`config.mk`:
```
export PLATFORM = sky130hd
export DESIGN_NAME = linked_list_pop_scheduler
export DESIGN_NICKNAME = d
export VERILOG_FILES = /design/src/rtl/linked_list_pop_scheduler.sv
export SDC_FILE = /design/constraint.sdc
export NUM_CORES = 1
export LEC_CHECK = 0
export ABC_AREA = 1
export BUFFER_PORTS_ARGS = -buffer_cell sky130_fd_sc_hd__buf_2
export CAP_MARGIN = 20
export CORE_UTILIZATION = 23
export DETAILED_ROUTE_END_ITERATION = 10
export PLACE_DENSITY = 0.47
export SLEW_MARGIN = 15
export SYNTH_ARGS = -nofsm -noshare
export SYNTH_HDL_FRONTEND = slang
export SYNTH_SLANG_ARGS = --single-unit
export TNS_END_PERCENT = 100
```
`constraint.sdc`:
```
create_clock -name clk -period 2.6 [get_ports clk]
set_input_delay 0.26 -clock clk [delete_from_list [all_inputs] [get_ports clk]]
set_output_delay 0.26 -clock clk [all_outputs]
set_load 0.05 [all_outputs]
```
`src/rtl/linked_list_pop_scheduler.sv`:
```
// Round-robin pop scheduler for the shared linked-list FIFO: picks an eligible queue,
// pops it, and holds popped words in a 2-entry buffer feeding a valid/ready stream.
module linked_list_pop_scheduler #(
    parameter int WIDTH     = 4,
    parameter int NUM_FIFOS = 2,
    parameter int SEL_WIDTH = $clog2(NUM_FIFOS)
) (
    input  logic                 clk,
    input  logic                 rst_n,
    input  logic [NUM_FIFOS-1:0] fifo_empty,
    input  logic [WIDTH-1:0]     fifo_data_out,
    output logic                 fifo_pop,
    output logic [SEL_WIDTH-1:0] fifo_pop_sel,
    input  logic [NUM_FIFOS-1:0] q_en,
    output logic                 out_valid,
    input  logic                 out_ready,
    output logic [WIDTH-1:0]     out_data,
    output logic [SEL_WIDTH-1:0] out_sel
);

    logic [NUM_FIFOS-1:0] elig;
    logic [SEL_WIDTH-1:0] grant;
    int                   grant_dist;
    int                   best_dist;

    logic [SEL_WIDTH-1:0] last_grant_q, last_grant_d;
    logic [1:0]           cnt_q, cnt_d;
    logic                 wr_ptr_q, wr_ptr_d;
    logic                 rd_ptr_q, rd_ptr_d;
    logic [WIDTH-1:0]     data_q [2];
    logic [WIDTH-1:0]     data_d [2];
    logic [SEL_WIDTH-1:0] sel_q  [2];
    logic [SEL_WIDTH-1:0] sel_d  [2];
    logic                 deq;

    assign elig = ~fifo_empty & q_en;

    // The winner is the eligible queue at the smallest circular distance past last_grant.
    always_comb begin
        grant      = last_grant_q;
        best_dist  = NUM_FIFOS;
        grant_dist = 0;
        for (int i = 0; i < NUM_FIFOS; i++) begin
            if (elig[i]) begin
                grant_dist = (i + NUM_FIFOS - 1 - int'(last_grant_q)) % NUM_FIFOS;
                if (grant_dist < best_dist) begin
                    best_dist = grant_dist;
                    grant     = SEL_WIDTH'(i);
                end
            end
        end
    end

    assign fifo_pop     = rst_n & (|elig) & (cnt_q != 2'd2);
    assign fifo_pop_sel = fifo_pop ? grant : last_grant_q;

    assign out_valid = (cnt_q != 2'd0);
    assign out_data  = data_q[rd_ptr_q];
    assign out_sel   = sel_q[rd_ptr_q];
    assign deq       = out_valid & out_ready;

    always_comb begin
        last_grant_d = last_grant_q;
        wr_ptr_d     = wr_ptr_q;
        rd_ptr_d     = rd_ptr_q;
        data_d       = data_q;
        sel_d        = sel_q;
        cnt_d        = cnt_q + 2'(fifo_pop) - 2'(deq);
        if (fifo_pop) begin
            data_d[wr_ptr_q] = fifo_data_out;
            sel_d[wr_ptr_q]  = fifo_pop_sel;
            wr_ptr_d         = ~wr_ptr_q;
            last_grant_d     = fifo_pop_sel;
        end
        if (deq) begin
            rd_ptr_d = ~rd_ptr_q;
        end
    end

    always_ff @(posedge clk) begin
        if (!rst_n) begin
            last_grant_q <= SEL_WIDTH'(NUM_FIFOS - 1);
            cnt_q        <= 2'd0;
            wr_ptr_q     <= 1'b0;
            rd_ptr_q     <= 1'b0;
            for (int i = 0; i < 2; i++) begin
                data_q[i] <= '0;
                sel_q[i]  <= '0;
            end
        end else begin
            last_grant_q <= last_grant_d;
            cnt_q        <= cnt_d;
            wr_ptr_q     <= wr_ptr_d;
            rd_ptr_q     <= rd_ptr_d;
            data_q       <= data_d;
            sel_q        <= sel_d;
        end
    end

endmodule
```
=== After elaboration in Yosys (flattened, before gate mapping) ===
Cells that the tools add are included.

* Add/subtract/negate cells: 4
* Magnitude comparators: 5
* Equal/unequal tests: 1
* Muxes and demuxes: 19
* Bitwise gates (word level): 11
* Reduce and logical (&&, ||, !) cells: 3

{| class="wikitable"
|+ Operator list
! kind !! number
|-
| $mux 32 || 2
|-
| $lt 2x32->1 || 1
|-
| $mux 4 || 4
|-
| $mux 1 || 9
|-
| $bwmux 8 || 1
|-
| $and 1x1->1 || 5
|-
| $demux 4 s1 || 1
|-
| $ge 2x2->1 const B || 2
|-
| $not 1->2 || 2
|-
| $lt 2x3->1 const B || 1
|-
| $sub 2x1->3 const A || 1
|-
| $add 2x1->2 || 1
|-
| $and 2x2->2 || 1
|-
| $bwmux 2 || 1
|-
| $lt 2x1->1 const B || 1
|-
| $ne 2x2->1 const B || 1
|-
| $not 1->1 || 2
|-
| $not 2->2 || 1
|-
| $reduce_bool 2->1 || 1
|-
| $reduce_or 2->1 || 1
|-
| $sub 1x1->2 const A || 1
|-
| $sub 2x1->2 || 1
|-
| $demux 1 s1 || 1
|-
| $logic_and 1x1->1 || 1
|}

* Register bits: 15
* Input bits: 11
* Output and inout bits: 8
* Logic and storage cells: 51

=== Logic depth before layout (Yosys ltp) ===
* Depth after elaboration: 10
* Gate-level depth with buffers: 8
* Depth with buffers taken out: 7

=== Worst setup path before layout ===
OpenSTA, ideal clock, no wires.

* Kind: register -> output
* Start: register rd_ptr_q
* End: output port out_data[1]
* Data arrival time: 1.591 ns
* Data required time: 2.340 ns
* Setup slack: 0.749 ns
* Cell stages (with the launch flop): 3
* Buffers on the path: 1
* Path through: dfxtp_1 > clkbuf_1 > o21ai_0

* Cells in the longest elaborated chain, start to end: 4

{| class="wikitable"
|+ RTL lines
! item !! RTL line !! RTL
|-
| from (decl) || 29 || <nowiki>logic rd_ptr_q, rd_ptr_d;</nowiki>
|-
| from (signal assigned) || 94 || <nowiki>rd_ptr_q <= rd_ptr_d;</nowiki>
|-
| $not 1->2 (not written as such) || 58 || <nowiki>assign out_data = data_q[rd_ptr_q];</nowiki>
|-
| $mux 4 (not written as such) (3 in series) || 58 ||
|-
| to (decl) || 17 || <nowiki>output logic [WIDTH-1:0] out_data,</nowiki>
|}

Every way passes these cells. The select of a mux whose other input is x is not followed.

=== Worst setup path after layout ===
* Start: register cnt_q[0]
* End: output port fifo_pop_sel

* Cells in the longest elaborated chain, start to end: 3

{| class="wikitable"
|+ RTL lines
! item !! RTL line !! RTL
|-
| from (decl) || 27 || <nowiki>logic [1:0] cnt_q, cnt_d;</nowiki>
|-
| from (signal assigned) || 92 || <nowiki>cnt_q <= cnt_d;</nowiki>
|-
| $ne 2x2->1 || 54 || <nowiki>assign fifo_pop = rst_n & (|elig) & (cnt_q != 2'd2);</nowiki>
|-
| $and 1x1->1 || 54 ||
|-
| $mux 1 || 55 || <nowiki>assign fifo_pop_sel = fifo_pop ? grant : last_grant_q;</nowiki>
|-
| to (decl) || 13 || <nowiki>output logic [SEL_WIDTH-1:0] fifo_pop_sel,</nowiki>
|}

Every way passes these cells.

==> flow_summary.toml <==
[outcome]
status = "complete, no violations"

[detailed_routing]
firstDrtPassIters = 5
ant_nets = 0
drt_iter0_markers = 9
routed_via_density = 3.905
drc = 0
dr.max_layer_used = "met4"
vias = 699
wl_per_cell_um = 8.408
routed_wl_um = 1505
wl_met1_um = 768
routed-wl-met2_um = 651
wl_met3_um = 39

[layout]
fillers = 346
final_common_cell = "nand2_1"
syn2layout_area_growth_pct = 20.60
diodes = 0
mostFrequentLayoutCells = "37 x nand2_1, 24 x nor2_1, 18 x buf_2"
drive_gt1_share_pct = 20.00
fin_nets = 148

[floorplan]
ios = 19
core_area_sq_um = 3078
floorplan.rows = 20
start_util_pct = 24.27
die_y_um = 58.99
fp.dieArea_sq_um = 3480
die_x_um = 58.99

[synthesis]
syn_nets = 128
synth.area.mux_share_pct = 0
syn_area_sq_um = 747.0
synth_xor_area_share_pct = 1.173
synth_seq_area_share_pct = 40.20
synth_top_family_by_area = "simple AND/OR/NAND/NOR gates"
synth_top_area_share_pct = 40.20
synth.distinct_cells = 16
yosysTopAreaCell = "dfxtp_1"
synthCells = 116
ys_ff_latch = 15
synth.avg_cell_area_sq_um = 6.439
yosys.area_share.simple_pct = 36.18
synthAdderAreaFrac_pct = 1.675
yosys-top-cells-area = "dfxtp_1 40%, nand2_1 19%, nor2_1 12%"
yosysWarningCount = 0
synth_compound_area_share_pct = 9.213

[placed_design]
place_ws_ps = 1052
numPortBuffers = 18
hpwl_um = 1088
place_congestion = 0.7625

[cts]
cts_made_buffers = 3
numClockSinks = 15
htreeDepth = 1
clock_path_buffers = 2
cts_resized = 0
postCtsSetupBuffers = 0
cts_tree = "yes"
cts_hold_buf = 0
root_buffer = "clkbuf_4"
cts.clk_slew.worst_paths_ps = 100
clk_latency_ps = 290

[global_routing]
grt_pass1_vias = 621
antenna_found_initial = 0
gr-total-overflow = 0
grt_pass1_wl_um = 2684
grt_util_all_layers_pct = 10.55
grt_max_degree = 17

[sta]
worst_slew_pin_slew_ps = 385.8
fmax_ghz = 0.5954
setup_tns_ps = 0
drv_slew = 0
timing.final.crit_share_pct = 64.59
period_minus_slack_ps = 1679
finalSetupViolCount = 0
fin_skew_ps = 4.436
worst_slack_ps = 920.5
hold_violations = 0
rsz0062_at_grt = "no"
max-slew-margin-rel_pct = 74.25

[critical_path]
reg2reg_setup_slack_ps = 1230
critPathCaptureType = "primary output"
crit_arrival_ps = 1420
critPathKind = "register to primary output"
startpoint_type = "register"
cp.required_ps = 2340
path_max_fanout = 5

[power]
p_leak_nw = 0.4797
power_density_nw_per_um2 = 869.7
vdd_drop_max_v = 0.0002558

[min_path]
min_path_type = "primary input to register"

[flow_run]
maxCapViolations = 0
[final cells by class]
class	instances	area, sq um	share of cell area (%)
clock buffers	3	22.52	2.500
clock inverters	1	5.005	0.5556
inverters	18	67.56	7.500
multi-input cells	80	360.3	40.00
flip-flops and latches	15	300.3	33.33
well taps	44	55.05	6.111
repair buffers	18	90.09	10.00
[power by group]
group / internal, mW / total [mW] / switching, mW
sequential: 0.269 / 0.312 / 0.0428
clock: 0.0572 / 0.140 / 0.0830
combinational: 0.100 / 0.331 / 0.231
total: 0.427 / 0.784 / 0.357
[metal layers]
metal	vias to the layer above	GRT usage [%]
met5	-	0
met4	0	9.184
met3	4	1.310
met2	12	15.58
met1	299	13.51
li1	384	-
[flip-flops by register name, summed over array words and instances, names as in the netlist]
signal	flops
data_q	8
cnt_q	2
sel_q	2
last_grant_q	1
rd_ptr_q	1
wr_ptr_q	1
[critical path, stage by stage, from the launching register on]
cell and delay (ps):
dfxtp_1 350, inv_1 100, a21oi_4 200, nand2_1 90
nand2_1 110, buf_2 270
[cell usage after synthesis (all sizes together)]
cell / instances
or2: 1
nand3: 5
nor2: 24
dfxtp: 15
o21a: 1
clkbuf: 2
buf: 1
inv: 18
a21oi: 4
nand2: 37
ha: 1
o21ai: 6
xnor2: 1
[through the flow]
step / hold slack (ps) / cells / utilization (%) / power, mW / instance area [sq um]
after floorplan: 385.1 / 116 / - / 0.5852 / 747.0
after global placement: 467.7 / 175 / 28.37 / 0.6483 / 873.3
after detailed placement: 473.1 / 175 / 28.37 / 0.6523 / 873.3
after CTS: 198.1 / 179 / 29.27 / 0.7966 / 900.9
after global routing: 220.7 / 179 / 29.27 / 0.8423 / 900.9
final: 213.7 / 179 / 29.27 / 0.7835 / 900.9
[cells by family (layout without fill, tap and decap cells)]
| kind of cell | after synthesis | in the layout |
|---|---|---|
| AOI/OAI and AO/OA | 11 | 11 |
| xor gates and xnor gates | 1 | 1 |
| adders and majority gates | 1 | 1 |
| buffers and inverters | 21 | 40 |
| DFF | 15 | 15 |
| and+or+nand+nor | 67 | 67 |
[path summary, 6_finish.rpt]
| check | startpoint | cells after the start | to |
|---|---|---|---|
| worst max-delay path | cnt_q[0]$_SDFF_PN0_ | 5 | fifo_pop_sel |
| worst min-delay path | fifo_data_out[1] | 3 | data_q[5]$_SDFFE_PN0P_ |
| worst max register to register | cnt_q[1]$_SDFF_PN0_ | 7 | cnt_q[1]$_SDFF_PN0_ |
| worst min register to register | last_grant_q$_SDFFE_PN1P_ | 2 | last_grant_q$_SDFFE_PN1P_ |
(Power assumes the default switching activity.)
